`src/rtl/hash_sched_pkg.sv`:
```
// Shared definitions for the hash request scheduler: table op encodings,
// status flag bit positions and the scheduler FSM state type.
package hash_sched_pkg;

  // Encoding of the controller's delete_write_read input
  localparam logic [1:0] OP_NOTHING = 2'b00;
  localparam logic [1:0] OP_READ    = 2'b01;
  localparam logic [1:0] OP_WRITE   = 2'b10;
  localparam logic [1:0] OP_DELETE  = 2'b11;

  // Bit positions inside the 4-bit status word returned by the controller
  localparam int ST_KEY_ALREADY_PRESENT = 0;
  localparam int ST_NO_ELEMENT_FOUND    = 1;
  localparam int ST_NO_WRITE_SPACE      = 2;
  localparam int ST_NO_DELETION_TARGET  = 3;

  localparam int STATUS_W = 4;
  localparam int OP_W     = 2;

  // One table operation in flight: accept, wait for the bucket, fire, report
  typedef enum logic [1:0] {
    S_IDLE   = 2'd0,
    S_LOOKUP = 2'd1,
    S_EXEC   = 2'd2,
    S_RESP   = 2'd3
  } sched_state_e;

endpackage

```
`src/rtl/rr_arbiter.sv`:
```
// Round-robin arbiter. The search starts one past the last granted index and
// wraps, so a requester that stays valid is reached within NUM_REQ grants.
// The pointer only moves when the caller actually takes the grant.
module rr_arbiter
  import hash_sched_pkg::*;
#(
  parameter int NUM_REQ = 4,
  parameter int IDX_W   = $clog2(NUM_REQ)
) (
  input  logic               clk,
  input  logic               reset,
  input  logic [NUM_REQ-1:0] req,
  input  logic               advance,
  output logic [NUM_REQ-1:0] grant,
  output logic [IDX_W-1:0]   grant_idx,
  output logic               grant_any
);

  logic [IDX_W-1:0] ptr;
  int               cand;

  // Find the first valid requester after the pointer, wrapping at NUM_REQ-1
  always_comb begin
    grant_any = 1'b0;
    grant_idx = '0;
    cand      = 0;
    for (int off = 1; off <= NUM_REQ; off++) begin
      cand = int'(ptr) + off;
      if (cand >= NUM_REQ) cand = cand - NUM_REQ;
      if (!grant_any && req[IDX_W'(cand)]) begin
        grant_any = 1'b1;
        grant_idx = IDX_W'(cand);
      end
    end
    grant = grant_any ? (NUM_REQ'(1) << grant_idx) : '0;
  end

  // Remember the last taken grant; reset makes requester 0 the first choice
  always_ff @(posedge clk) begin
    if (reset) begin
      ptr <= IDX_W'(NUM_REQ - 1);
    end else if (advance && grant_any) begin
      ptr <= grant_idx;
    end
  end

endmodule

```
`src/rtl/hash_request_scheduler.sv`:
```
// Hash request scheduler: shares one hash table controller between NUM_REQ
// requesters. One request is granted round-robin, held through the
// controller's lookup latency, issued for a single cycle, and its result is
// presented on the response port until it is accepted.
// Optional build macro HASH_SCHED_STATS_EN adds saturating operation and
// failure counters (stat_ops_o, stat_fail_o).
module hash_request_scheduler
  import hash_sched_pkg::*;
#(
  parameter int NUM_REQ       = 4,
  parameter int KEY_WIDTH     = 2,
  parameter int DATA_WIDTH    = 32,
  parameter int LOOKUP_CYCLES = 2
) (
  input  logic                          clk,
  input  logic                          reset,
  input  logic [NUM_REQ-1:0]            req_valid_i,
  output logic [NUM_REQ-1:0]            req_ready_o,
  input  logic [2*NUM_REQ-1:0]          req_op_i,
  input  logic [KEY_WIDTH*NUM_REQ-1:0]  req_key_i,
  input  logic [DATA_WIDTH*NUM_REQ-1:0] req_data_i,
  output logic [1:0]                    tbl_op_o,
  output logic [KEY_WIDTH-1:0]          tbl_key_o,
  output logic [DATA_WIDTH-1:0]         tbl_data_o,
  input  logic [DATA_WIDTH-1:0]         tbl_read_data_i,
  input  logic [3:0]                    tbl_status_i,
  output logic                          rsp_valid_o,
  input  logic                          rsp_ready_i,
  output logic [$clog2(NUM_REQ)-1:0]    rsp_id_o,
  output logic [DATA_WIDTH-1:0]         rsp_data_o,
  output logic [3:0]                    rsp_status_o
`ifdef HASH_SCHED_STATS_EN
  ,
  output logic [31:0]                   stat_ops_o,
  output logic [31:0]                   stat_fail_o
`endif
);

  localparam int IDX_W = $clog2(NUM_REQ);

  sched_state_e state, state_nxt;

  logic [NUM_REQ-1:0]    arb_grant;
  logic [IDX_W-1:0]      arb_idx;
  logic                  arb_any;
  logic                  grant_fire;

  logic [OP_W-1:0]       sel_op;
  logic [KEY_WIDTH-1:0]  sel_key;
  logic [DATA_WIDTH-1:0] sel_data;

  logic [OP_W-1:0]       op_p0;
  logic [KEY_WIDTH-1:0]  key_p0;
  logic [DATA_WIDTH-1:0] data_p0;
  logic [IDX_W-1:0]      id_p0;
  logic [3:0]            lookup_cnt;

  logic [DATA_WIDTH-1:0] rsp_data_p1;
  logic [STATUS_W-1:0]   rsp_status_p1;

  // A grant is only taken in IDLE and never in a reset cycle
  assign grant_fire = (state == S_IDLE) && !reset && arb_any;

  rr_arbiter #(
    .NUM_REQ (NUM_REQ),
    .IDX_W   (IDX_W)
  ) u_arb (
    .clk       (clk),
    .reset     (reset),
    .req       (req_valid_i),
    .advance   (grant_fire),
    .grant     (arb_grant),
    .grant_idx (arb_idx),
    .grant_any (arb_any)
  );

  // Pick the granted requester's fields out of the packed request buses
  always_comb begin
    sel_op   = req_op_i[int'(arb_idx)*OP_W +: OP_W];
    sel_key  = req_key_i[int'(arb_idx)*KEY_WIDTH +: KEY_WIDTH];
    sel_data = req_data_i[int'(arb_idx)*DATA_WIDTH +: DATA_WIDTH];
  end

  // State register
  always_ff @(posedge clk) begin
    if (reset) begin
      state <= S_IDLE;
    end else begin
      state <= state_nxt;
    end
  end

  // Next-state logic; an empty op skips the table entirely
  always_comb begin
    state_nxt = state;
    case (state)
      S_IDLE: begin
        if (arb_any) begin
          state_nxt = (sel_op == OP_NOTHING) ? S_RESP : S_LOOKUP;
        end
      end
      S_LOOKUP: begin
        if (lookup_cnt == 4'd0) state_nxt = S_EXEC;
      end
      S_EXEC: begin
        state_nxt = S_RESP;
      end
      S_RESP: begin
        if (rsp_ready_i) state_nxt = S_IDLE;
      end
      default: begin
        state_nxt = S_IDLE;
      end
    endcase
  end

  // State-decoded outputs; the table sees a real op only during EXEC
  always_comb begin
    req_ready_o = ((state == S_IDLE) && !reset) ? arb_grant : '0;
    tbl_op_o    = (state == S_EXEC) ? op_p0 : OP_NOTHING;
    rsp_valid_o = (state == S_RESP);
  end

  // Capture the granted request and count down the lookup latency
  always_ff @(posedge clk) begin
    if (reset) begin
      op_p0      <= OP_NOTHING;
      key_p0     <= '0;
      data_p0    <= '0;
      id_p0      <= '0;
      lookup_cnt <= '0;
    end else if (grant_fire) begin
      op_p0      <= sel_op;
      key_p0     <= sel_key;
      data_p0    <= sel_data;
      id_p0      <= arb_idx;
      lookup_cnt <= 4'(LOOKUP_CYCLES - 1);
    end else if ((state == S_LOOKUP) && (lookup_cnt != 4'd0)) begin
      lookup_cnt <= lookup_cnt - 4'd1;
    end
  end

  // Response payload: cleared at grant (covers the empty op), filled at EXEC
  always_ff @(posedge clk) begin
    if (reset) begin
      rsp_data_p1   <= '0;
      rsp_status_p1 <= '0;
    end else if (grant_fire) begin
      rsp_data_p1   <= '0;
      rsp_status_p1 <= '0;
    end else if (state == S_EXEC) begin
      rsp_data_p1   <= tbl_read_data_i;
      rsp_status_p1 <= tbl_status_i;
    end
  end

  assign tbl_key_o    = key_p0;
  assign tbl_data_o   = data_p0;
  assign rsp_id_o     = id_p0;
  assign rsp_data_o   = rsp_data_p1;
  assign rsp_status_o = rsp_status_p1;

`ifdef HASH_SCHED_STATS_EN
  logic [31:0] stat_ops_q;
  logic [31:0] stat_fail_q;

  function automatic logic [31:0] sat_inc(input logic [31:0] v);
    return (v == 32'hFFFF_FFFF) ? v : v + 32'd1;
  endfunction

  // Count issued table ops and those reporting any status flag
  always_ff @(posedge clk) begin
    if (reset) begin
      stat_ops_q  <= '0;
      stat_fail_q <= '0;
    end else if (state == S_EXEC) begin
      stat_ops_q <= sat_inc(stat_ops_q);
      if (|tbl_status_i) stat_fail_q <= sat_inc(stat_fail_q);
    end
  end

  assign stat_ops_o  = stat_ops_q;
  assign stat_fail_o = stat_fail_q;
`endif

endmodule
```
`config.mk`:
```
export PLATFORM = sky130hd
export DESIGN_NAME = hash_request_scheduler
export DESIGN_NICKNAME = d
export VERILOG_FILES = /design/src/rtl/hash_sched_pkg.sv /design/src/rtl/rr_arbiter.sv /design/src/rtl/hash_request_scheduler.sv
export SDC_FILE = /design/constraint.sdc
export NUM_CORES = 1
export LEC_CHECK = 0
export ABC_CLOCK_PERIOD_IN_PS = 3100
export BUFFER_PORTS_ARGS = -buffer_cell sky130_fd_sc_hd__buf_2
export CORE_AREA = 2 2 105 107
export CTS_CLUSTER_SIZE = 12
export DETAILED_ROUTE_END_ITERATION = 10
export DIE_AREA = 0 0 107 109
export HOLD_SLACK_MARGIN = 0.02
export PLACE_DENSITY = 0.81
export SLEW_MARGIN = 15
export SYNTH_ARGS = -nofsm -noshare
export SYNTH_HDL_FRONTEND = slang
export SYNTH_HIERARCHICAL = 1
export SYNTH_SLANG_ARGS = --single-unit
export TNS_END_PERCENT = 1
```
`constraint.sdc`:
```
create_clock -name clk -period 3.1 [get_ports clk]
set_clock_uncertainty 0.2 [all_clocks]
set_input_delay 0.465 -clock clk [delete_from_list [all_inputs] [get_ports clk]]
set_output_delay 0.465 -clock clk [all_outputs]
set_load 0.02 [all_outputs]
```
Word-level counts from Yosys, hierarchy flattened:

Cells that the tools add are included.

* add/sub/neg operators: 9
* magnitude comparators: 8
* eq/ne operators: 6
* shifts and indexed selects: 4
* muxes and demuxes: 34
* reduce and logical (&&, ||, !) cells: 18

Operator list (number)
* $shiftx A128 B8 Y32: 1
* $mux W2: 13
* $lt A2 B4 Y1 const B: 4
* $shiftx A8 B4 Y2: 2
* $mux W1: 14
* $ge A3 B3 Y1 const B: 3
* $bmux W1 S2: 4
* $mux W4: 2
* $pmux W2 S4: 1
* $sub A2 B1 Y2 const B: 4
* $logic_and A1 B1 Y1: 7
* $add A2 B2 Y3 const B: 2
* $add A2 B3 Y4 const B: 1
* $eq A2 B2 Y1 const B: 2
* $ge A4 B3 Y1 const B: 1
* $logic_not A1 Y1: 4
* $logic_not A2 Y1: 2
* $logic_not A4 Y1: 1
* $ne A2 B2 Y1 const B: 2
* $reduce_bool A4 Y1: 1
* $shl A1 B2 Y4 const A: 1
* $sub A4 B1 Y4 const B: 1
* $add A2 B1 Y3 const B: 1
* $reduce_and A3 Y1: 1
* 4 further kinds: 4

* flip-flop bits (word level): 82
* input bits: 187
* output and inout bits: 79
* word-level logic and storage cells: 89

Logic depth before layout (Yosys ltp):

Gate-level depths: netlist of run 1.

* word-level depth: 21
* depth in mapped cells: 8
* gate-level depth less buffers: 6

Cells and area by module:

Netlist of run 1, hierarchy kept.

By module, submodules not included
* hash_request_scheduler: instances 1, cells each 378, area an instance 3837.4 um^2, seq. area each 1601.5 um^2
* rr_arbiter: instances 1, cells each 28, area an instance 209.0 um^2, seq. area each 40.0 um^2

Worst setup path after synthesis of run 1:

Ideal clock, no wire load.

* kind: input-to-reg
* start point: input port req_valid_i[1]
* end point: register state[1]
* library setup time: 0.095 ns
* data arrival time: 2.357 ns
* required time: 2.805 ns
* slack: 0.448 ns
* stages: 6
* path buffers: 1
* cell sequence: or2_2 a311oi_2 clkbuf_1 mux4_2 or3b_1 a221oi_1

* cells in the longest elaborated chain, start to end: 18
* elaborated cells between the ends (all ways): 33
* those cells by class: eq/ne: 1; shift: 1; mux: 23; reduce/logical: 8

Ends and longest elaborated chain
* start, declared: RTL line hash_request_scheduler.sv:17 `input logic [NUM_REQ-1:0] req_valid_i,`
* $bmux W1 S2: RTL line rr_arbiter.sv:30 `if (!grant_any && req[IDX_W'(cand)]) begin`
* $mux W1 (not written as such) (2 in series): RTL line rr_arbiter.sv:30
* $mux W1: RTL line rr_arbiter.sv:30
* $logic_not A1 Y1: RTL line rr_arbiter.sv:30
* $logic_and A1 B1 Y1: RTL line rr_arbiter.sv:30
* $mux W1: RTL line rr_arbiter.sv:30
* $logic_not A1 Y1: RTL line rr_arbiter.sv:30
* $logic_and A1 B1 Y1: RTL line rr_arbiter.sv:30
* [... 2 more ...]
* $logic_and A1 B1 Y1: RTL line rr_arbiter.sv:30
* $mux W2 *: RTL line rr_arbiter.sv:30
* net arb_idx[1]: RTL line hash_request_scheduler.sv:44 `logic [IDX_W-1:0] arb_idx;`
* $shiftx A8 B4 Y2 *: RTL line hash_request_scheduler.sv:79 `sel_op = req_op_i[int'(arb_idx)*OP_W +: OP_W];`
* $logic_not A2 Y1 *: RTL line hash_request_scheduler.sv:99 `state_nxt = (sel_op == OP_NOTHING) ? S_RESP : S_LOOKUP;`
* $mux W2 *: RTL line hash_request_scheduler.sv:99
* $mux W2 *: RTL line hash_request_scheduler.sv:98 `if (arb_any) begin`
* $pmux W2 S4 *: RTL line hash_request_scheduler.sv:96 `case (state)`
* end signal, assigned: RTL line hash_request_scheduler.sv:89 `state <= state_nxt;`
* end, declared: RTL line hash_request_scheduler.sv:41 `sched_state_e state, state_nxt;`

The timed path passes the listed nets; every way through them passes the cells marked *. The select of a mux whose other input is x is not followed.
A chain may end at the register's enable or synchronous reset.

Worst setup path after layout of run 1:

* start point: register u_arb.ptr[0]
* end point: output port req_ready_o[2]

* cells in the longest elaborated chain, start to end: 19
* elaborated cells between the ends (all ways): 45
* those cells by class: add/sub: 8; order compare: 4; shift: 1; mux: 26; reduce/logical: 6

Ends and longest elaborated chain
* start, declared: RTL line rr_arbiter.sv:19 `logic [IDX_W-1:0] ptr;`
* start signal, assigned: RTL line rr_arbiter.sv:41 `ptr <= IDX_W'(NUM_REQ - 1);`
* start signal, assigned: RTL line rr_arbiter.sv:43 `ptr <= grant_idx;`
* $add A2 B1 Y3: RTL line rr_arbiter.sv:28 `cand = int'(ptr) + off;`
* $ge A3 B3 Y1 or $sub A2 B1 Y2 (tied branches): RTL line rr_arbiter.sv:29 `if (cand >= NUM_REQ) cand = cand - NUM_REQ;`
* $mux W2: RTL line rr_arbiter.sv:29
* $bmux W1 S2: RTL line rr_arbiter.sv:30
* $mux W1 (not written as such) (2 in series): RTL line rr_arbiter.sv:30
* $mux W1: RTL line rr_arbiter.sv:30
* $logic_not A1 Y1: RTL line rr_arbiter.sv:30
* $logic_and A1 B1 Y1: RTL line rr_arbiter.sv:30
* [... 4 more ...]
* $logic_not A1 Y1: RTL line rr_arbiter.sv:30
* $logic_and A1 B1 Y1: RTL line rr_arbiter.sv:30
* $mux W2 *: RTL line rr_arbiter.sv:30
* net arb_idx[1]: RTL line hash_request_scheduler.sv:44
* $shl A1 B2 Y4 *: RTL line rr_arbiter.sv:35 `grant = grant_any ? (NUM_REQ'(1) << grant_idx) : '0;`
* $mux W4 *: RTL line rr_arbiter.sv:35
* net arb_grant[2]: RTL line hash_request_scheduler.sv:43 `logic [NUM_REQ-1:0] arb_grant;`
* $mux W4 *: RTL line hash_request_scheduler.sv:119 `req_ready_o = ((state == S_IDLE) && !reset) ? arb_grant : '0;`
* end, declared: RTL line hash_request_scheduler.sv:18 `output logic [NUM_REQ-1:0] req_ready_o,`

Marked as above.

==> results of run 1 <==
-- how the worst max path moves through the flow --
stage,to,depth (start not counted),from
after global routing,req_ready_o[0],6,u_arb/ptr[0]
after floorplan,state[1],6,req_valid_i[1]
final,req_ready_o[2],6,u_arb/ptr[0]
after global placement,tbl_data_o[4],7,req_valid_i[1]
after CTS,req_ready_o[2],6,u_arb/ptr[0]
after detailed placement,tbl_data_o[28],7,req_valid_i[1]
-- layer usage --
layer,routed length (um),up-vias
met2,6470,169
li1,-,1923
met3,676,14
met4,235,0
met1,4280,1832
met5,0,-
-- power by group through the flow --
stage	Combinational (W)	Sequential, W	Clock (W)
floorplan	0.00109	0.00177	0
global placement	0.00190	0.00148	0
detailed placement	0.00196	0.00150	0
CTS	0.00197	0.00147	0.000805
global route	0.00212	0.00150	0.000854
finish	0.00194	0.00147	0.000772
-- registers in the layout (all words and copies together) (netlist names) --
register,cells
tbl_key_o,2
lookup_cnt,4
rsp_data_o,32
tbl_data_o,32
state,2
rsp_id_o,2
op_p0,2
rsp_status_o,4
u_arb/ptr,2
-- worst min-delay path, cell delays in order --
cell     delay (ns)
buf_2          0.08
mux2i_1        0.05
nor2_1         0.07
-- cell families (layout without fill, tap and decap cells) --
kind of cell,count (synthesis),in the layout,share of synthesized area [%]
AOI/OAI and AO/OA,58,58,8.32
adders and majority gates,6,6,1.86
muxes,72,72,28.9
other,0,1,0
DFF,82,82,40.6
and+or+nand+nor,148,148,16.1
xor gates and xnor gates,1,1,0.216
buffers and inverters,39,293,3.99
-- cell type report --
class | instances | share of cell area (%)
sequential | 82 | 28.8
clock buffer | 12 | 2.73
timing repair buffer | 270 | 24.2
clock inverter | 4 | 0.880
antenna | 1 | 0.0440
inverter | 7 | 0.462
tap | 140 | 3.08
multi-input combinational | 285 | 39.8
-- cell usage after synthesis (all sizes together) (3+ instances only) --
| cell | number | area (um2) |
|---|---|---|
| a21oi | 4 | 20.0 |
| mux4 | 36 | 811 |
| buf | 11 | 56.3 |
| nand2 | 77 | 289 |
| nor2 | 40 | 150 |
| mux2i | 36 | 360 |
| clkbuf | 21 | 78.8 |
| o21ai | 41 | 205 |
| nor2b | 4 | 25.0 |
| or2 | 3 | 18.8 |
| dfxtp | 82 | 1640 |
| inv | 7 | 26.3 |
| ha | 6 | 75.1 |
| and2 | 7 | 43.8 |
-- through the flow --
stage	cells	setup WS (ns)	utilization, %	total power, W
2_1_floorplan	406	0.448	-	0.00286
3_3_place_gp	784	0.455	51.7	0.00338
3_5_place_dp	784	0.327	51.7	0.00346
4_1_cts	800	0.535	53.6	0.00425
5_1_grt	801	0.435	53.7	0.00447
6_report	801	0.570	53.7	0.00419
==> out/results.ini, run 1 <==
[critical_path]
cpPeakStageDelay_ns=0.49
startpoint_type=register
crit_arrival_ns=1.86
crit_family=compound AO/OA/AOI/OAI gates
r2r_cells=6
r2r_end=tbl_data_o[28]
crit_path_end_kind=output port
crit_path_top_delay_cell=a311oi_4
cp.required_ns=2.43
rr_startpoint=u_arb/ptr[0]
crit_path_max_fanout=7
critPathBufInv=2
reg2reg_slack_ns=0.65
critPathKind=reg2out
path_cells=nand2b_1 > a311oi_4 > inv_1 > nor2_1 > and2_1 > buf_2

[place]
place_area_um2=5480
gp_congestion=0.886
portBuffers=265
dp_hpwl_mm=9.52

[power]
total_leakage_power_nw=2.66
powerDensity_nw_per_um2=736
combPwrFrac_pct=46.4
irDropWorstVdd_uv=323
internal-power_w=0.00257
swShare_pct=38.5
p_sw_w=0.00161
seq_power_share_pct=35.2
pwr-share-clk_pct=18.4

[worst_hold_path]
whs_endpoint=rsp_data_o[23]
min-delay-start=tbl_read_data_i[23]
hold_depth=3
hp-class=in2reg

[floorplan]
die_area_um2=11700
rows=38
die_x_um=107
design.core.area_um2=10600
ioPinCount=266
initial_core_util_pct=38.2
die_y_um=109

[finish]
synthToLayoutAreaGrowth_pct=40.6
register_area_um2=1640
design_area_um2=5690
fin_nets=848
multi_input_area_um2=2260
final_common_cell=buf_2
fillers=930
drive_above_1_share_pct=50.0
final_cell_mix=buf_2 (265), dfxtp_1 (82), nand2_1 (77)

[synth]
synth_async_sr_flop_share_pct=0
syn_avg_cell_area_um2=9.97
synth_edf_count=0
ys_ff_latch=82
synthesis.area_um2=4050
ys_types=39
yosysWarningCount=6
synth_nets=599
syn_inst=406
synth_flop_cell=dfxtp_1
ys_seq_area_share_pct=40.6

[timing]
fin_crit_ns=2.53
fin_hold_ws_ns=0.163
tightestPinTransition_ns=0.660
setup_tns_ns=0
finalCritPeriodShare_pct=81.6
hold_viol_final=0
rsz0062_at_grt=no
max_freq_mhz=395
final_max_slew_viol_count=0
setup_violations=0
slew-limit-headroom_pct=56.0

[global_route]
antenna_found_initial=1
grt_pass1_wl_mm=17.1
grt_max_degree=81
grt_util_met2_pct=37.4
grt-busiest-layer=met2
grtUsageTotal_pct=19.0
met1_usage_pct=19.4
grt_pass1_vias=3766
grtUsageMet3_pct=3.53
grt_overflow=0

[job]
cap_violations=0

[clocking]
clk_latency_ns=0.33
postCtsHoldBufs=0
cts_sinks=82
cts_setup_buffers=0
numCtsBuffers=9
cts_tree=done
htreeDepth=3
cts.clk_slew.worst_paths_ns=0.08
clock_path_buffers=2
root_buffer=clkbuf_8
cts_resized=0

[drt]
drt_iter0_markers=108
dr.pass1.iters=4
post_drt_wl_per_cell_um=14.6
ant_nets=0
vias=3938
drc_errors=0
finalWirelength_mm=11.7
vias_per_cell=4.92

[run_status]
status=finished clean

Note: power is estimated with default switching activity, not from simulation.
==> inputs of run 2 (changes only) <==
Settings changed: ABC_AREA set to 1, ABC_CLOCK_PERIOD_IN_PS 3100 to 2600, CORE_AREA 2 2 105 107 to unset, CORE_MARGIN set to 1.5, CORE_UTILIZATION set to 45, DIE_AREA 0 0 107 109 to unset, PLACE_DENSITY 0.81 to 0.88.
Clock period 3.1 ns to 2.6 ns, I/O delays scaled along.
==> out/results.ini, run 2 <==
[run_status]
status=complete, but fails checks
violations=negative setup slack

[global_route]
grt_pass1_wl_mm=23.0  ; +34%
grt_overflow=0  ; unchanged
antenna_found_initial=4  ; +3
grtUsageTotal_pct=26.0  ; +7.0 points
met1_usage_pct=29.9  ; +11 points
grtUsageMet3_pct=5.49  ; +2.0 points
grt_max_degree=59  ; -27%
grt-busiest-layer=met2
grt_util_met2_pct=45.4  ; +7.9 points
grt_pass1_vias=4910  ; +30%

[synth]
synthesis.area_um2=4700  ; +16%
synth_top_cell_by_area=dfxtp_1
yosysTopAreaCellShare_pct=34.9  ; -5.6 points
yosysWarningCount=6  ; unchanged
syn_avg_cell_area_um2=6.92  ; -31%
syn_inst=679  ; +67%
synth_async_sr_flop_share_pct=0  ; unchanged
ys_seq_area_share_pct=34.9  ; -5.6 points
synth_nets=872  ; +46%
ys_top_cells_by_area=dfxtp_1 (35%), nand2_1 (16%), mux2_2 (7.0%)
post-synth-top-count-cell=nand2_1
ys_types=32  ; -18%
ys_ff_latch=82  ; unchanged
synth_edf_count=0  ; unchanged
synth_flop_cell=dfxtp_1
synth_common_cells=nand2_1 (203), dfxtp_1 (82), nor2_1 (82)

[clocking]
clk_latency_ns=0.35  ; +0.02 ns
root_buffer=clkbuf_8
clock_path_buffers=2  ; unchanged
numCtsBuffers=9  ; unchanged
postCtsHoldBufs=0  ; unchanged
cts_sinks=82  ; unchanged
htreeDepth=3  ; unchanged
cts_tree=done
cts.clk_slew.worst_paths_ns=0.10  ; +0.02 ns

[floorplan]
die_area_um2=11100  ; -5.2%
design.core.area_um2=10200  ; -3.5%
die_y_um=105  ; -3.5%
initial_core_util_pct=45.9  ; +7.7 points
die_x_um=105  ; -1.7%
rows=37  ; -2.6%
ioPinCount=266  ; unchanged

[critical_path]
crit_arrival_ns=2.02  ; +0.16 ns
crit_path_top_delay_cell=dfxtp_4
reg2reg_slack_ns=0.10  ; -0.55 ns
crit_path_end_kind=output port
crit_path_max_fanout=5  ; -2
crit_path_frequent_cell=nand2_2
critPathKind=reg2out
path_cells=buf_6 > nand2_1 > nand3_2 > nand2_2 > o21ai_2 > nand2_2 > nand2_4 > inv_6 > nor2_4 > inv_1 > nor2_1 > buf_4
startpoint_type=register
cpPeakStageDelay_ns=0.40  ; -0.09 ns
cp.required_ns=2.01  ; -0.42 ns

[timing]
fin_crit_ns=2.61
max_freq_mhz=383
tightestPinTransition_ns=0.497  ; -0.163 ns
finalCritPeriodShare_pct=100
fin_ws_ns=-0.0123  ; -0.583 ns
setup_violations=3  ; +3
rsz0062_at_grt=yes
slew-limit-headroom_pct=66.9  ; +11 points
final_max_slew_viol_count=0  ; unchanged
fin_hold_ws_ns=0.0627  ; -0.101 ns
setup_tns_ns=-0.0198  ; -0.0198 ns
hold_viol_final=0  ; unchanged

[drt]
dr.pass1.iters=4  ; unchanged
drt_iter0_markers=333  ; +210%
vias=5374  ; +36%
finalWirelength_mm=15.1  ; +29%
post_drt_wl_per_cell_um=14.0  ; -4.0%
drc_errors=0  ; unchanged
vias_per_cell=4.98  ; +1.3%
ant_nets=0  ; unchanged

[place]
gp_congestion=0.937  ; +5.8%
place_inst=1054  ; +34%
portBuffers=265  ; unchanged
dp_hpwl_mm=11.4  ; +20%

[job]
cap_violations=0  ; unchanged

[power]
total_leakage_power_nw=3.72  ; +40%
irDropWorstVdd_uv=1030  ; +220%
total_power_w=0.00973  ; +130%
powerDensity_nw_per_um2=1500  ; +100%

[finish]
final_cell_mix=buf_2 (261), nand2_1 (195), nor2_1 (80), dfxtp_1 (80), o21ai_0 (60)
final-instance-count-excl-fill=1079  ; +35%
final_common_cell=buf_2
fin_nets=1127  ; +33%
drive_above_1_share_pct=41.9  ; -8.1 points
synthToLayoutAreaGrowth_pct=37.9

[worst_hold_path]
hp-class=in2reg

[run 2: final timing paths]
path                                startpoint             end  cells after the start
worst max-delay path              u_arb/ptr[0]  req_ready_o[0]                     12
worst min register to register  tbl_data_o[25]  tbl_data_o[25]                      2
worst max register to register    u_arb/ptr[0]   tbl_data_o[5]                     15
worst min-delay path                     reset   lookup_cnt[0]                      2
[run 2: final cells by class]
type / instances / area, um2
antenna: 4 / 10.0
sequential: 82 / 1650
inverter: 68 / 277
fill: 936 / 3750
tap: 136 / 170
timing repair buffer: 283 / 1530
clock inverter: 7 / 80.1
clock buffer: 9 / 124
multi-input combinational: 490 / 2640
[run 2: worst max-delay path: cells and delay by family (launching register included)]
family | cells | cell delay, ns
DFF | 1 | 0.40
buffers and inverters | 4 | 0.39
and+or+nand+nor | 7 | 0.74
AOI/OAI and AO/OA | 1 | 0.14
[run 2: stage by stage]
stage | area [um2] | util [%] | setup slack, ns
finish | 6480 | 63.3 | -0.0123
global route | 6480 | 63.3 | -0.0991
CTS | 6310 | 61.7 | 0.00743
detailed placement | 6080 | 59.4 | 0.0682
global placement | 6080 | 59.4 | 0.100
floorplan | 4700 | - | 0.414
[run 2: report_power, final]
part	internal [W]	leakage (nW)	switching [W]	total, W
logic	0.00256	2.94	0.00439	0.00695
clock network	0.000460	0.103	0.000508	0.000968
registers	0.00160	0.672	0.000202	0.00181
total	0.00463	3.72	0.00510	0.00973
[run 2: layer usage]
| layer | up-vias | share of wire, % |
|---|---|---|
| met5 | - | 0 |
| met4 | 0 | 3.4 |
| met3 | 36 | 7.5 |
| met2 | 284 | 49 |
| met1 | 2381 | 40 |
| li1 | 2673 | - |
[run 2: logic make-up (layout without fill, tap and decap cells)]
kind of cell	Yosys count	count (layout)	synth area share, %
buf+inv	107	367	11.2
fa+ha+maj	6	6	1.60
mux	36	36	9.19
simple gates	331	331	29.5
compound gates	117	117	13.5
flops	82	82	34.9
other cells	0	4	0
[run 2: repair_timing]
| item | 4_1_cts | 5_1_grt |
|---|---|---|
| gates resized for setup | 8 | 37 |
| setup buffers | 1 | 3 |
| pin swaps | 0 | 22 |
| cloned | 0 | 1 |
| setup endpoints to repair | 4 | 9 |
==> inputs of run 3 (changes only) <==
Settings changed: MAX_ROUTING_LAYER set to met4.
==> out/results.ini, run 3 (synthesized netlist as in run 2, its figures left out) <==
[power]
internal-power_w=0.00457  ; -1.2%
combPwrFrac_pct=69.9  ; -1.6 points
p_sw_w=0.00490  ; -4.0%
seq_power_share_pct=18.9  ; +0.3 points
total_power_w=0.00947  ; -2.7%
swShare_pct=51.7  ; -0.70 points
pwr-share-clk_pct=11.2  ; +1.2 points
irDropWorstVdd_uv=1590  ; +54%
total_leakage_power_nw=3.70  ; -0.47%
powerDensity_nw_per_um2=1480  ; -1.7%

[global_route]
grt_pass1_wl_mm=22.4  ; -2.8%
grt_max_degree=56  ; -5.1%
grt_overflow=0  ; unchanged
antenna_found_initial=3  ; -1
grtUsageTotal_pct=26.1  ; +0.13 points
grt_pass1_vias=4873  ; -0.75%

[critical_path]
crit_path_frequent_cell=nand2_2
crit_arrival_ns=1.97  ; -0.05 ns
startpoint_type=register
cp.required_ns=2.01  ; about the same
cpPeakStageDelay_ns=0.38  ; -0.02 ns
path_cells=buf_6 > nand2_1 > nand2_2 > nand2_2 > nand2_4 > nor2_8 > o21ai_2 > nand2_2 > nand2_4 > inv_2 > nor2_2 > inv_1 > nor2_1 > buf_4
critPathKind=reg2out
crit_path_top_delay_cell=dfxtp_4
crit_path_max_fanout=6  ; +1
crit_path_end_kind=output port

[floorplan]
die_y_um=105  ; unchanged
die_area_um2=11100  ; unchanged
initial_core_util_pct=45.9  ; unchanged
ioPinCount=266  ; unchanged
rows=37  ; unchanged
design.core.area_um2=10200  ; unchanged
die_x_um=105  ; unchanged

[place]
gp_congestion=0.917  ; -2.2%
dp_hpwl_mm=11.2  ; -1.3%
preCtsSetupSlack_ns=0.0715  ; +0.00329 ns
portBuffers=265  ; unchanged

[timing]
fin_ws_ns=0.0392  ; +0.0515 ns
fin_crit_ns=2.56  ; -0.0515 ns
finalCritPeriodShare_pct=98.5  ; -2.0 points
max_freq_mhz=391  ; +2.0%
setup_violations=0  ; -3
fin_hold_ws_ns=0.0583  ; -0.00442 ns
tightestPinTransition_ns=0.474  ; -0.0230 ns
final_max_slew_viol_count=0  ; unchanged
rsz0062_at_grt=yes
slew-limit-headroom_pct=68.4  ; +1.5 points
hold_viol_final=0  ; unchanged
setup_tns_ns=0  ; +0.0198 ns

[drt]
dr.pass1.iters=5  ; +1
post_drt_wl_per_cell_um=13.6  ; -2.9%
finalWirelength_mm=14.6  ; -2.9%
vias_per_cell=4.94  ; -0.84%
drt_iter0_markers=316  ; -5.1%
ant_nets=0  ; unchanged
drc_errors=0  ; unchanged
vias=5329  ; -0.84%

[clocking]
cts_sinks=82  ; unchanged
cts.clk_slew.worst_paths_ns=0.09  ; about the same
clock_path_buffers=2  ; unchanged
root_buffer=clkbuf_8
clk_latency_ns=0.36  ; about the same
numCtsBuffers=9  ; unchanged
htreeDepth=3  ; unchanged
cts_tree=done

[finish]
multi_input_area_um2=2570  ; -2.7%
register_area_um2=1650  ; -0.15%
drive_above_1_share_pct=41.2  ; -0.68 points
final_core_util_pct=62.7  ; -0.61 points
final_common_cell=buf_2
synthToLayoutAreaGrowth_pct=36.6
final_cell_mix=buf_2 (261), nand2_1 (200), dfxtp_1 (80)
fillers=954  ; +1.9%
fin_nets=1128  ; +0.089%

[worst_hold_path]
hp-class=in2reg

[job]
cap_violations=0  ; unchanged

[run_status]
status=finished clean

-- run 3: cell count changes in the layout (fill, tap and decap cells not counted), sizes merged --
cell,before,now
buf,283,284
bufinv,1,2
clkinv,3,4
clkinvlp,1,0
diode,4,3
inv,70,69
-- run 3: final timing paths --
kind / startpoint / endpoint / slack, ns / cells past startpoint
max: u_arb/ptr[0] / req_ready_o[0] / 0.04 / 14
min: reset / lookup_cnt[0] / 0.06 / 2
max reg2reg: u_arb/ptr[0] / state[1] / 0.10 / 15
min reg2reg: tbl_data_o[8] / tbl_data_o[8] / 0.25 / 2
-- run 3: power by group through the flow --
stage          Combinational (W)  Clock, W  Sequential (W)
2_1_floorplan            0.00476         0         0.00209
3_3_place_gp             0.00623         0         0.00179
3_5_place_dp             0.00632         0         0.00180
4_1_cts                  0.00638   0.00109         0.00178
5_1_grt                  0.00737   0.00115         0.00182
6_report                 0.00662   0.00106         0.00179
-- run 3: stage by stage --
step	instances	instance area (um2)
5_1_grt	1079	6410
4_1_cts	1072	6330
3_5_place_dp	1055	6070
6_report	1079	6410
3_3_place_gp	1055	6070
2_1_floorplan	679	4700
-- run 3: final cells by class --
class | instances | area share, %
Antenna cell | 3 | 0.117
Clock buffer | 9 | 1.93
Clock inverter | 7 | 1.66
Inverter | 68 | 4.15
Multi-Input combinational cell | 490 | 40.1
Sequential cell | 82 | 25.7
Tap cell | 136 | 2.65
Timing Repair Buffer | 284 | 23.8
-- run 3: critical path, delay by kind of cell (launching register included) --
kind,cells,cell delay [ns]
buffers and inverters,4,0.43
AND/OR/NAND/NOR,9,0.71
flip-flops,1,0.38
AO/OA/AOI/OAI,1,0.08
-- run 3: layer usage --
| metal | vias up | track usage (%) | part of all wire (%) |
|---|---|---|---|
| li1 | 2683 | - | - |
| met1 | 2334 | 29.0 | 39 |
| met2 | 282 | 46.5 | 51 |
| met3 | 30 | 5.24 | 7.7 |
| met4 | 0 | 8.90 | 2.5 |
| met5 | - | - | 0 |
-- run 3: timing repair --
item | in CTS | in global routing
pin swaps | 0 | 16
resized for setup | 6 | 18
cloned | 0 | 1
buffers inserted | 1 | 3
hold endpoints to repair | 0 | 0
endpoints found under the setup margin | 4 | 9
hold buffers | 0 | 0
